File: src/rtl/score_display_pkg.sv
// Shared types, constants and helper functions for the score display block.
package score_display_pkg;

  // Conversion sequencer states
  typedef enum logic [1:0] {
    ST_IDLE = 2'd0,
    ST_CONV = 2'd1,
    ST_LOAD = 2'd2
  } state_t;

  // Largest score the three-digit display can show
  localparam logic [9:0] MAX_SCORE = 10'd999;

  // Active-low pattern with every segment dark
  localparam logic [6:0] SEG_BLANK = 7'h7F;

  // Iteration counter value on the tenth (final) double-dabble step
  localparam logic [3:0] CONV_LAST = 4'd9;

  // Digit segment table: active-low, bit0 = seg a .. bit6 = seg g
  function automatic logic [6:0] seg_table(input logic [3:0] digit);
    logic [6:0] code_s;
    case (digit)
      4'd0:    code_s = 7'h40;
      4'd1:    code_s = 7'h79;
      4'd2:    code_s = 7'h24;
      4'd3:    code_s = 7'h30;
      4'd4:    code_s = 7'h19;
      4'd5:    code_s = 7'h12;
      4'd6:    code_s = 7'h02;
      4'd7:    code_s = 7'h78;
      4'd8:    code_s = 7'h00;
      4'd9:    code_s = 7'h10;
      default: code_s = SEG_BLANK;
    endcase
    return code_s;
  endfunction

  // Saturate a raw point count to what the display can represent
  function automatic logic [9:0] clamp_score(input logic [9:0] raw);
    logic [9:0] val_s;
    if (raw > MAX_SCORE) begin
      val_s = MAX_SCORE;
    end else begin
      val_s = raw;
    end
    return val_s;
  endfunction

  // Double-dabble correction of one BCD nibble ahead of the shift
  function automatic logic [3:0] nibble_adjust(input logic [3:0] nib);
    logic [3:0] out_s;
    if (nib >= 4'd5) begin
      out_s = nib + 4'd3;
    end else begin
      out_s = nib;
    end
    return out_s;
  endfunction

endpackage

File: src/rtl/score_display_seg7_decoder.sv
// Combinational BCD digit to active-low 7-segment decoder with blanking.
module seg7_decoder
  import score_display_pkg::*;
(
  input  logic [3:0] digit,
  input  logic       blank,
  output logic [6:0] seg
);

  // Blank overrides the table lookup
  always_comb begin
    if (blank) begin
      seg = SEG_BLANK;
    end else begin
      seg = seg_table(digit);
    end
  end

endmodule

File: src/rtl/score_display.sv
// Score display: converts a binary score to three 7-segment digits with a
// sequential double-dabble engine, leading-zero blanking and game-over blink.
module score_display
  import score_display_pkg::*;
#(
  parameter int unsigned BLINK_HALF = 32'd25_000_000
)
(
  input  logic       clk,
  input  logic       reset,
  input  logic [9:0] score,
  input  logic       gameOver,
  output logic [6:0] HEX0,
  output logic [6:0] HEX1,
  output logic [6:0] HEX2,
  output logic       busy
);

  localparam logic [31:0] BLINK_LAST = BLINK_HALF - 32'd1;

  state_t      state_r;
  state_t      state_next_s;

  logic [9:0]  score_clamped_s;
  logic        differs_s;
  logic        start_s;
  logic        step_s;
  logic        load_s;

  logic [9:0]  shadow_r;
  logic [9:0]  bin_r;
  logic [11:0] bcd_r;
  logic [3:0]  iter_r;
  logic [11:0] adj_s;
  logic [21:0] shift_s;

  logic [3:0]  dig0_r;
  logic [3:0]  dig1_r;
  logic [3:0]  dig2_r;
  logic [11:0] dig_next_s;

  logic [31:0] blink_cnt_r;
  logic [31:0] blink_cnt_next_s;
  logic        visible_r;
  logic        visible_next_s;

  logic        blank0_s;
  logic        blank1_s;
  logic        blank2_s;
  logic [6:0]  seg0_s;
  logic [6:0]  seg1_s;
  logic [6:0]  seg2_s;

  logic [6:0]  hex0_r;
  logic [6:0]  hex1_r;
  logic [6:0]  hex2_r;
  logic        busy_r;

  // Compare against the clamped score so an over-range input does not keep
  // retriggering conversions of the same saturated value.
  assign score_clamped_s = clamp_score(score);
  assign differs_s       = (score_clamped_s != shadow_r);

  // State register
  always_ff @(posedge clk) begin
    if (reset) begin
      state_r <= ST_IDLE;
    end else begin
      state_r <= state_next_s;
    end
  end

  // Next-state logic: start on a new score, ten steps, then one load cycle
  always_comb begin
    state_next_s = state_r;
    case (state_r)
      ST_IDLE: begin
        if (differs_s) begin
          state_next_s = ST_CONV;
        end else begin
          state_next_s = ST_IDLE;
        end
      end
      ST_CONV: begin
        if (iter_r == CONV_LAST) begin
          state_next_s = ST_LOAD;
        end else begin
          state_next_s = ST_CONV;
        end
      end
      ST_LOAD: state_next_s = ST_IDLE;
      default: state_next_s = ST_IDLE;
    endcase
  end

  // Datapath strobes decoded from the current state
  always_comb begin
    start_s = 1'b0;
    step_s  = 1'b0;
    load_s  = 1'b0;
    case (state_r)
      ST_IDLE: begin
        if (differs_s) begin
          start_s = 1'b1;
        end else begin
          start_s = 1'b0;
        end
      end
      ST_CONV: step_s  = 1'b1;
      ST_LOAD: load_s  = 1'b1;
      default: start_s = 1'b0;
    endcase
  end

  // One double-dabble step: correct each nibble, then shift {bcd, bin} left
  always_comb begin
    adj_s   = {nibble_adjust(bcd_r[11:8]),
               nibble_adjust(bcd_r[7:4]),
               nibble_adjust(bcd_r[3:0])};
    shift_s = {adj_s, bin_r} << 1'b1;
  end

  // Shadow, shift register, BCD accumulator and iteration counter
  always_ff @(posedge clk) begin
    if (reset) begin
      shadow_r <= 10'd0;
      bin_r    <= 10'd0;
      bcd_r    <= 12'd0;
      iter_r   <= 4'd0;
    end else if (start_s) begin
      shadow_r <= score_clamped_s;
      bin_r    <= score_clamped_s;
      bcd_r    <= 12'd0;
      iter_r   <= 4'd0;
    end else if (step_s) begin
      bcd_r    <= shift_s[21:10];
      bin_r    <= shift_s[9:0];
      iter_r   <= iter_r + 4'd1;
    end
  end

  // Digit values that the display registers will hold after this edge
  always_comb begin
    if (load_s) begin
      dig_next_s = bcd_r;
    end else begin
      dig_next_s = {dig2_r, dig1_r, dig0_r};
    end
  end

  // Stored BCD digits, updated only when a conversion completes
  always_ff @(posedge clk) begin
    if (reset) begin
      dig0_r <= 4'd0;
      dig1_r <= 4'd0;
      dig2_r <= 4'd0;
    end else begin
      dig2_r <= dig_next_s[11:8];
      dig1_r <= dig_next_s[7:4];
      dig0_r <= dig_next_s[3:0];
    end
  end

  // Blink timing: idle at zero while playing, wrap and toggle while game over
  always_comb begin
    if (!gameOver) begin
      blink_cnt_next_s = 32'd0;
      visible_next_s   = 1'b1;
    end else if (blink_cnt_r == BLINK_LAST) begin
      blink_cnt_next_s = 32'd0;
      visible_next_s   = ~visible_r;
    end else begin
      blink_cnt_next_s = blink_cnt_r + 32'd1;
      visible_next_s   = visible_r;
    end
  end

  // Blink counter and visible flag
  always_ff @(posedge clk) begin
    if (reset) begin
      blink_cnt_r <= 32'd0;
      visible_r   <= 1'b1;
    end else begin
      blink_cnt_r <= blink_cnt_next_s;
      visible_r   <= visible_next_s;
    end
  end

  // Leading-zero blanking combined with blink suppression
  always_comb begin
    blank2_s = (dig_next_s[11:8] == 4'd0) || !visible_next_s;
    blank1_s = ((dig_next_s[11:8] == 4'd0) && (dig_next_s[7:4] == 4'd0))
               || !visible_next_s;
    blank0_s = !visible_next_s;
  end

  seg7_decoder u_dec0 (
    .digit (dig_next_s[3:0]),
    .blank (blank0_s),
    .seg   (seg0_s)
  );

  seg7_decoder u_dec1 (
    .digit (dig_next_s[7:4]),
    .blank (blank1_s),
    .seg   (seg1_s)
  );

  seg7_decoder u_dec2 (
    .digit (dig_next_s[11:8]),
    .blank (blank2_s),
    .seg   (seg2_s)
  );

  // Registered segment outputs and busy flag, aligned with the state they show
  always_ff @(posedge clk) begin
    if (reset) begin
      hex0_r <= 7'h40;
      hex1_r <= SEG_BLANK;
      hex2_r <= SEG_BLANK;
      busy_r <= 1'b0;
    end else begin
      hex0_r <= seg0_s;
      hex1_r <= seg1_s;
      hex2_r <= seg2_s;
      busy_r <= (state_next_s != ST_IDLE);
    end
  end

  assign HEX0 = hex0_r;
  assign HEX1 = hex1_r;
  assign HEX2 = hex2_r;
  assign busy = busy_r;

endmodule

File: config.mk
export PLATFORM = sky130hd
export DESIGN_NAME = score_display
export DESIGN_NICKNAME = d
export VERILOG_FILES = /design/src/rtl/score_display_pkg.sv /design/src/rtl/score_display_seg7_decoder.sv /design/src/rtl/score_display.sv
export SDC_FILE = /design/constraint.sdc
export NUM_CORES = 1
export LEC_CHECK = 0
export CELL_PAD_IN_SITES_DETAIL_PLACEMENT = 0
export CELL_PAD_IN_SITES_GLOBAL_PLACEMENT = 1
export CORE_AREA = 2 2 104 106
export CTS_BUF_LIST = sky130_fd_sc_hd__clkbuf_4
export DETAILED_ROUTE_END_ITERATION = 10
export DIE_AREA = 0 0 106 108
export DONT_BUFFER_PORTS = 1
export PLACE_DENSITY_LB_ADDON = 0.1
export SETUP_SLACK_MARGIN = 0.2
export SYNTH_ARGS = -nofsm -noshare
export SYNTH_HDL_FRONTEND = slang
export SYNTH_SLANG_ARGS = --single-unit
File: constraint.sdc
create_clock -name clk -period 2.65 [get_ports clk]
set_clock_uncertainty 0.15 [all_clocks]
set_input_delay 0.53 -clock clk [delete_from_list [all_inputs] [get_ports clk]]
set_output_delay 0.53 -clock clk [all_outputs]
set_load 0.1 [all_outputs]
[Yosys cells after proc, flatten, opt, wreduce, memory -nomap -nowiden]
Memories as Yosys holds them, arrays and structs flattened. A register that Yosys moved wholly into a read port is not among the register bits.
Cells that the tools add are included.
Storage, ports and cells
  register bits after elaboration: 91
  bits in latches: 0
  RAM bits: 0
  memory bits (read-only): 336
  input bits: 13
  output and inout bits: 22
  logic and storage cells: 64
  memories: 3
Memories
  (no name shown): depth 16, bits a word 7, read ports 1, clocked after memory_dff 0, write ports 0, RTL line score_display_pkg.sv:23  | case (digit)
  (no name shown): depth 16, bits a word 7, read ports 1, clocked after memory_dff 1, write ports 0, RTL line score_display_pkg.sv:23
  (no name shown): depth 16, bits a word 7, read ports 1, clocked after memory_dff 1, write ports 0, RTL line score_display_pkg.sv:23
Cells by class
  add/subtract/negate cells: 5
  multipliers: 0
  divide/modulo/power cells: 0
  order comparisons: 4
  equality and inequality tests: 5
  shift operators: 0
  muxes and demuxes: 17
  bitwise operators: 3
  reductions and logical operators: 14
Operators by type and width (number)
  $add 32x1->32 const B: 1
  $eq 32x25->1 const B: 1
  $mux 10: 3
  $ge 4x3->1 const B: 3
  $mux 12: 1
  $gt 10x10->1 const B: 1
  $ne 10x10->1: 1
  $add 4x2->4 const B: 2
  $logic_not 4->1: 2
  $mux 4: 2
  $reduce_or 2->1: 4
  $mux 1: 7
  $mux 6: 1
  $add 4x1->4 const B: 1
  $eq 4x4->1 const B: 1
  $pmux 2 s2: 1
  $reduce_bool 2->1: 2
  $add 3x2->3 const B: 1
  $mux 3: 1
  $not 1->1: 3
  $reduce_or 3->1: 1
  $eq 2x1->1 const B: 1
  $eq 2x2->1 const B: 1
  $logic_not 2->1: 1
  other kinds (4): 5

[Depth between registers and ports, before layout]
Gate-level depths: netlist (run 1).
  depth in word-level cells: 7
  mapped depth: 11
  gate-level depth less buffers: 9

[Modules after synthesis]
From an unflattened synthesis (run 1), not the netlist that was laid out.
Second synthesis, totals
  cells, all modules: 605
  area total of the unflattened synthesis: 5143.7 sq um
Modules (own cells, without submodules)
  score_display: instances 1, cells an instance 506, area each 4435.5 sq um, seq. area each 2102.0 sq um
  seg7_decoder at u_dec1 ...: instances 2, cells an instance 33, area each 236.5 sq um, seq. area each 0.0 sq um
  seg7_decoder at u_dec0: instances 1, cells an instance 33, area each 235.2 sq um, seq. area each 0.0 sq um

[Least setup slack after synthesis (run 1)]
OpenSTA, ideal clock, no wires.
  path kind: reg2reg
  from: reg state_r[0]
  to: reg hex1_r[6] (netlist: HEX1[6])
  library setup time: 0.059 ns
  arrival: 2.168 ns
  data required time: 2.441 ns
  slack: 0.273 ns
  cell stages (with the launch flop): 11
  path buffers: 2
  period minus slack after synthesis: 2.377 ns
  cells stage by stage: dfxtp_1 > nand2b_1 > buf_2 > buf_2 > mux2i_1 > ha_1 > and2_1 > and4_1 > mux2i_1 > and2_4 > nand2_2
Between the ends
  word-level cells in the longest chain between the ends: 7
  elaborated cells on any way between the ends: 8
  those cells by class: eq/ne: 1; mux: 2; reduce/logical: 5
Ends and longest elaborated chain
  from (decl): RTL line score_display.sv:21  | state_t state_r;
  from (signal assigned): RTL line score_display.sv:69  | state_r <= state_next_s;
  $eq 2x2->1 *: RTL line score_display.sv:101  | case (state_r)
  $mux 1 *: RTL line score_display.sv:101
  $mux 12 *: RTL line score_display.sv:144  | if (load_s) begin
  $logic_not 4->1: RTL line score_display.sv:192  | blank1_s = ((dig_next_s[11:8] == 4'd0) && (dig_next_s[7:4] == 4'd0))
  $logic_and 1x1->1: RTL line score_display.sv:192
  $logic_or 1x1->1: RTL line score_display.sv:193  | || !visible_next_s;
  $reduce_or 2->1 (no source line)
  to (decl): RTL line score_display.sv:55  | logic [6:0] hex1_r;
Every way passes the cells marked *; elsewhere a longest branch is shown, timed or not.
A chain may end at the register's enable or synchronous reset.

[Worst setup path in the final report (run 1)]
  from: reg shadow_r[3]
  to: reg iter_r[1]
Between the ends
  word-level cells in the longest chain between the ends: 4
Ends and longest elaborated chain
  from (decl): RTL line score_display.sv:30  | logic [9:0] shadow_r;
  from (signal assigned): RTL line score_display.sv:131  | shadow_r <= score_clamped_s;
  $ne 10x10->1: RTL line score_display.sv:62  | assign differs_s = (score_clamped_s != shadow_r);
  $mux 1: RTL line score_display.sv:103  | if (differs_s) begin
  $mux 1: RTL line score_display.sv:101
  $reduce_or 2->1 (no source line)
  to (signal assigned): RTL line score_display.sv:138  | iter_r <= iter_r + 4'd1;
  to (decl): RTL line score_display.sv:33  | logic [3:0] iter_r;
Every way passes these cells.

==> results of run 1 <==
[layout make-up]
type	count	area, um^2
fill	980	4620
multi-input combinational	428	2720
sequential	105	2100
timing repair buffer	42	330
tap	136	170
clock inverter	7	124
inverter	25	93.8
clock buffer	9	67.6
[what timing repair did]
| action | in CTS | in global routing |
|---|---|---|
| hold endpoints to repair | 32 | 0 |
| setup buffers | 0 | 0 |
| endpoints found under the setup margin | 0 | 19 |
| resized for setup | 0 | 3 |
| hold buffers | 2 | 0 |
[logic make-up (layout without fill, tap and decap cells)]
group	count (synthesis)	in the layout	synth area share
simple gates	250	250	0.249
xor+xnor	43	43	0.0750
flops	105	105	0.419
buf+inv	46	83	0.0406
mux	15	15	0.0307
compound gates	96	96	0.126
fa+ha+maj	24	24	0.0598
[synth_stat cells (9+ instances only)]
cell	n	area, um^2
nand2_2	9	56.3
a21oi_1	34	170
inv_1	25	93.8
xor2_1	27	236
nor3_1	11	55.1
nand2_1	60	225
xnor2_1	16	140
o21ai_0	26	130
nor2_1	79	297
nand4_1	11	68.8
ha_1	24	300
nand3_1	32	160
mux2i_1	12	120
dfxtp_1	105	2100
clkbuf_1	10	37.5
[cells in the final DEF, fill, tap and decap left out, drive strengths merged, types with 2 or more instances in the layout]
master,synthesis,final
or3,2,2
xor2,27,27
nand3,32,32
nor2,84,84
and3,2,2
buf,10,41
o32ai,2,2
a31oi,7,7
nor3,12,12
bufinv,0,3
o21ai,29,29
o2111ai,2,2
and2,3,3
inv,25,28
nor4,11,11
nor2b,4,4
clkbuf,11,9
dfxtp,105,105
nand2,69,69
mux2,3,3
a21oi,35,35
nand2b,8,8
nor4b,2,2
ha,24,24
mux2i,12,12
and4,6,6
nand4,12,12
o211ai,4,4
xnor2,16,16
o221a,7,7
a211oi,2,2
[flip-flops by register name, summed over array words and instances, names as in the netlist]
signal and cells:
blink_cnt_r 32, bcd_r 12, bin_r 10, shadow_r 10
HEX0 7, HEX1 7, HEX2 7, dig0_r 4
dig1_r 4, dig2_r 4, iter_r 4, state_r 2
busy 1, visible_r 1
[per-stage QoR]
| stage | area (um^2) | hold WS [ns] | util | total power [uW] |
|---|---|---|---|---|
| 3_3_place_gp | 5380 | 0.277 | 0.526 | 1770 |
| 4_1_cts | 5600 | 0.0182 | 0.548 | 2830 |
| 2_1_floorplan | 5020 | 0.268 | - | 1750 |
| 3_5_place_dp | 5380 | 0.298 | 0.526 | 1770 |
| 6_report | 5610 | 0.0454 | 0.548 | 2790 |
| 5_1_grt | 5610 | 0.0176 | 0.548 | 2910 |
[how the worst max path moves through the flow]
| stage | to |
|---|---|
| global route | iter_r[1] |
| floorplan | HEX1[6] |
| finish | iter_r[1] |
| global placement | iter_r[1] |
| CTS | iter_r[1] |
| detailed placement | iter_r[1] |
[worst max-delay path: stages (launching register included)]
cell	delay (ns)
dfxtp_1	0.37
nor4bb_1	0.28
nor3_1	0.09
a2111oi_2	0.35
o211a_2	0.46
o21ai_2	0.27
a211oi_1	0.28
[routing by layer]
layer | GRT usage | up-vias
met5 | 0 | -
met4 | 0.0752 | 0
met3 | 0.0332 | 11
met2 | 0.345 | 40
met1 | 0.232 | 1840
li1 | - | 2051
[power groups by stage]
stage | Sequential, uW | Combinational (uW) | Clock (uW)
4_1_cts | 1620 | 132 | 1080
2_1_floorplan | 1660 | 97.6 | 0
3_5_place_dp | 1650 | 119 | 0
5_1_grt | 1630 | 148 | 1140
6_report | 1620 | 131 | 1040
3_3_place_gp | 1650 | 118 | 0
==> results.sh, run 1 <==
export IMPL_worst_pin_slew_ns=0.656
export IMPL_first_pass_iters=4
export IMPL_r2r_start="shadow_r[3]"
export IMPL_grt_overflow_total=0
export IMPL_wl_met2_um=4940
export IMPL_hold_viol_final=0
export IMPL_synthCells=579
export IMPL_crit_type="flip-flop to flip-flop"
export IMPL_worst_slack_ns=0.323
export IMPL_routed_wl_met3_um=298
export IMPL_gp_congestion=0.823
export IMPL_min_period_ns=2.33
export IMPL_synth_area_um2=5020
export IMPL_diodes=0
export IMPL_hold_end="shadow_r[8]"
export IMPL_finalCritPeriodShare=0.878
export IMPL_yosysSeqAreaShare=0.419
export IMPL_critPathLaunchType="flip-flop"
export IMPL_ys_types=55
export IMPL_die_height_um=108
export IMPL_port_buffer_count=0
export IMPL_die_x_um=106
export IMPL_initial_core_util=0.491
export IMPL_end_kind="flip-flop"
export IMPL_grt_pass1_vias=3897
export IMPL_grt_pass1_wl_um=17900
export IMPL_worst_r2r_setup_slack_ns=0.32
export IMPL_wl_per_cell_um=13.5
export IMPL_min_path_cells=2
export IMPL_critPathRequiredTime_ns=2.88
export IMPL_ys_seq_elements=105
export IMPL_num_vias=3942
export IMPL_top_layer_used="met4"
export IMPL_async_flop_share=0
export IMPL_maxCapViolCount=0
export IMPL_layout_cells_non_filler=752
export IMPL_intPower_uw=2140
export IMPL_worstSetupStartpoint="shadow_r[3]"
export IMPL_ios=35
export IMPL_combinationalPowerShare=0.047
export IMPL_p_switching_uw=646
export IMPL_die_area_um2=11400
export IMPL_routed_wirelength_um=10100
export IMPL_outcome="finished, final reports clean"
export IMPL_synth_top_flop_cell="dfxtp_1"
export IMPL_p_seq_frac=0.581
export IMPL_power_leakage_uw=0.00223
export IMPL_wl_met1_um=4740
export IMPL_power_density_nw_per_um2=497
export IMPL_drt_first_iter_violations=118
export IMPL_rr_endpoint="iter_r[1]"
export IMPL_rows=37
export IMPL_grt_max_degree=31
export IMPL_layout_drive_gt1_share=0.164
export IMPL_hold_path_class="input pin to flip-flop"
export IMPL_pre_cts_slack_ns=0.0638
export IMPL_core_area_um2=10200
export IMPL_numCtsBuffers=9
export IMPL_htreeDepth=3
export IMPL_dp_cells=734
export IMPL_clock_power_share=0.372
export IMPL_syn_num_nets=616
export IMPL_antenna_found_initial=0
export IMPL_grt_usage=0.193
export IMPL_hpwl_um=7190
export IMPL_hp_start="score[8]"
export IMPL_ff2ff_path_depth=6
export IMPL_cp_arrival_ns=2.56
export IMPL_cts_tree="done"
export IMPL_syn_avg_cell_area_um2=8.67
export IMPL_cts_root_buffer="clkbuf_4"
export IMPL_path_clk_slew_ns=0.16
export IMPL_viasPerCell=5.24
export IMPL_drv_slew=0
export IMPL_netSwitchingFraction=0.232
export IMPL_critPathMaxFanout=16
export IMPL_max_slew_margin=0.563
export IMPL_finalSetupTns_ns=0
export IMPL_vdd_drop_max_mv=0.223
export IMPL_clock_latency_ns=0.46
export IMPL_clock_sinks=105
export IMPL_setup_violations=0
export IMPL_drcViolationCount=0
export IMPL_ant_nets=0
export IMPL_nets=648
export IMPL_area_growth_syn_to_layout_pct=11.7
export IMPL_synth_edff_count=0
export IMPL_clock_path_buffers=2
export IMPL_ys_warn_count=0
export IMPL_clock_fmax_mhz=430
export IMPL_rsz0062_at_grt="false"
No activity file was read; power rests on OpenSTA's default activity.
==> run 2, diff against run 1 <==
CORE_AREA = 3 3 105 107   (was 2 2 104 106)
DIE_AREA = 0 0 108 110   (was 0 0 106 108)
RECOVER_POWER = 25   (was not set)
SKIP_LAST_GASP = 1   (was not set)
==> results.sh, run 2 (same netlist as run 1, synthesis figures left out) <==
export IMPL_hpwl_um=7420
export IMPL_slowest_delay_ns=0.86
export IMPL_hold_path_class="input pin to flip-flop"
export IMPL_grt_pass1_vias=3834
export IMPL_vdd_drop_max_mv=0.305
export IMPL_outcome="finished, final reports clean"
export IMPL_routed_wirelength_um=10300
export IMPL_cts_tree="done"
export IMPL_critPathMaxFanout=1
export IMPL_grt_overflow_total=0
export IMPL_fin_util=0.537
export IMPL_power_leakage_uw=0.00218
export IMPL_path_clk_slew_ns=0.15
export IMPL_gp_congestion=0.810
export IMPL_clock_path_buffers=2
export IMPL_ff2ff_path_depth=7
export IMPL_critical_path_slowest_cell="clkbuf_1"
export IMPL_min_period_ns=2.30
export IMPL_critPathLaunchType="flip-flop"
export IMPL_clock_sinks=105
export IMPL_num_vias=4000
export IMPL_layout_drive_gt1_share=0.156
export IMPL_clock_fmax_mhz=434
export IMPL_area_growth_syn_to_layout_pct=9.55
export IMPL_initial_core_util=0.491
export IMPL_end_kind="primary output"
export IMPL_critPathRequiredTime_ns=1.97
export IMPL_rows=37
export IMPL_rsz0062_at_grt="false"
export IMPL_drt_first_iter_violations=177
export IMPL_worst_pin_slew_ns=1.17
export IMPL_grt_max_degree=29
export IMPL_drcViolationCount=0
export IMPL_grt_usage=0.183
export IMPL_antenna_found_initial=0
export IMPL_numCtsBuffers=9
export IMPL_regMostFlops="blink_cnt_r"
export IMPL_min_path_cells=2
export IMPL_cp_cell_sequence="clkbuf_1"
export IMPL_htreeDepth=3
export IMPL_drv_slew=0
export IMPL_maxCapViolCount=0
export IMPL_first_pass_iters=4
export IMPL_ios=35
export IMPL_crit_type="flip-flop to primary output"
export IMPL_port_buffer_count=0
export IMPL_cp_num_cells=1
export IMPL_max_slew_margin=0.226
export IMPL_diodes=0
export IMPL_finalCritPeriodShare=0.869
export IMPL_path_buf_inv=1
export IMPL_setup_violations=0
export IMPL_wl_per_cell_um=13.7
export IMPL_crit_family="buffers and inverters"
export IMPL_core_area_um2=10200
export IMPL_finalSetupTns_ns=0
export IMPL_cts_root_buffer="clkbuf_4"
export IMPL_reg_top3="blink_cnt_r: 32 flops, bcd_r: 12 flops"
export IMPL_mostFrequentLayoutCells="dfxtp_1 (105), nor2_1 (79), nand2_1 (60)"
export IMPL_die_height_um=110
export IMPL_viasPerCell=5.31
export IMPL_die_area_um2=11900
export IMPL_hold_viol_final=0
export IMPL_largest_reg_flops=32
export IMPL_die_x_um=108
export IMPL_final_common_cell="dfxtp_1"
export IMPL_n_fill_cell=1002
export IMPL_power_density_nw_per_um2=462
export IMPL_ant_nets=0
export IMPL_cp_arrival_ns=1.62
export IMPL_clock_latency_ns=0.43
export IMPL_nets=650
export IMPL_grt_pass1_wl_um=17800
-- run 2: cell count changes in the layout (fill, tap and decap cells not counted), moves of 2 or more --
cell and change:
buf_4 -22, clkbuf_1 +5, bufinv_16 -2, dlygate4sd3_1 +2
clkbuf_2 +18, inv_6 -3
-- run 2: final timing paths --
| check | start | to | slack, ns |
|---|---|---|---|
| setup / recovery | HEX0[4] | HEX0[4] | 0.35 |
| hold reg to reg | blink_cnt_r[0] | blink_cnt_r[0] | 0.31 |
| hold / removal | reset | HEX0[6] | 0.05 |
| setup reg to reg | blink_cnt_r[0] | HEX1[1] | 0.37 |
-- run 2: what timing repair did --
action / in CTS / in global routing
buffers inserted: 0 / 2
endpoints found under the hold margin: 29 / 0
hold buffers: 3 / 0
setup endpoints to repair: 0 / 15
gates resized for setup: 0 / 5
-- run 2: cell type report --
cell class              count  area (um^2)  share of cell area
flip-flops and latches    105         2100               0.382
inverters                  25         93.8              0.0171
clock inverters             5         57.6              0.0105
repair buffers             44          274              0.0498
multi-input cells         428         2730               0.496
well taps                 136          170              0.0309
clock buffers              10         75.1              0.0137
-- run 2: layer usage --
layer | global-route usage | share of wire | vias up
met5 | 0 | 0 | -
met4 | 0.0361 | 0.0071 | 0
met3 | 0.0460 | 0.043 | 6
met2 | 0.333 | 0.50 | 54
met1 | 0.220 | 0.45 | 1886
li1 | - | - | 2054
-- run 2: per-stage QoR --
stage	hold slack, ns	worst slack, ns	power, uW	cell area, um^2	instances
global route	0.0133	0.205	2670	5500	753
CTS	0.0168	0.217	2590	5540	751
detailed placement	0.286	0.161	1770	5370	733
global placement	0.280	0.236	1770	5370	733
finish	0.0491	0.348	2540	5500	753
floorplan	0.268	0.273	1750	5020	579
-- run 2: report_power, final --
part	total [uW]	internal, uW	switching, uW
combinational	128	48.4	80.0
sequential	1620	1600	16.6
clock	793	293	501
total	2540	1940	597
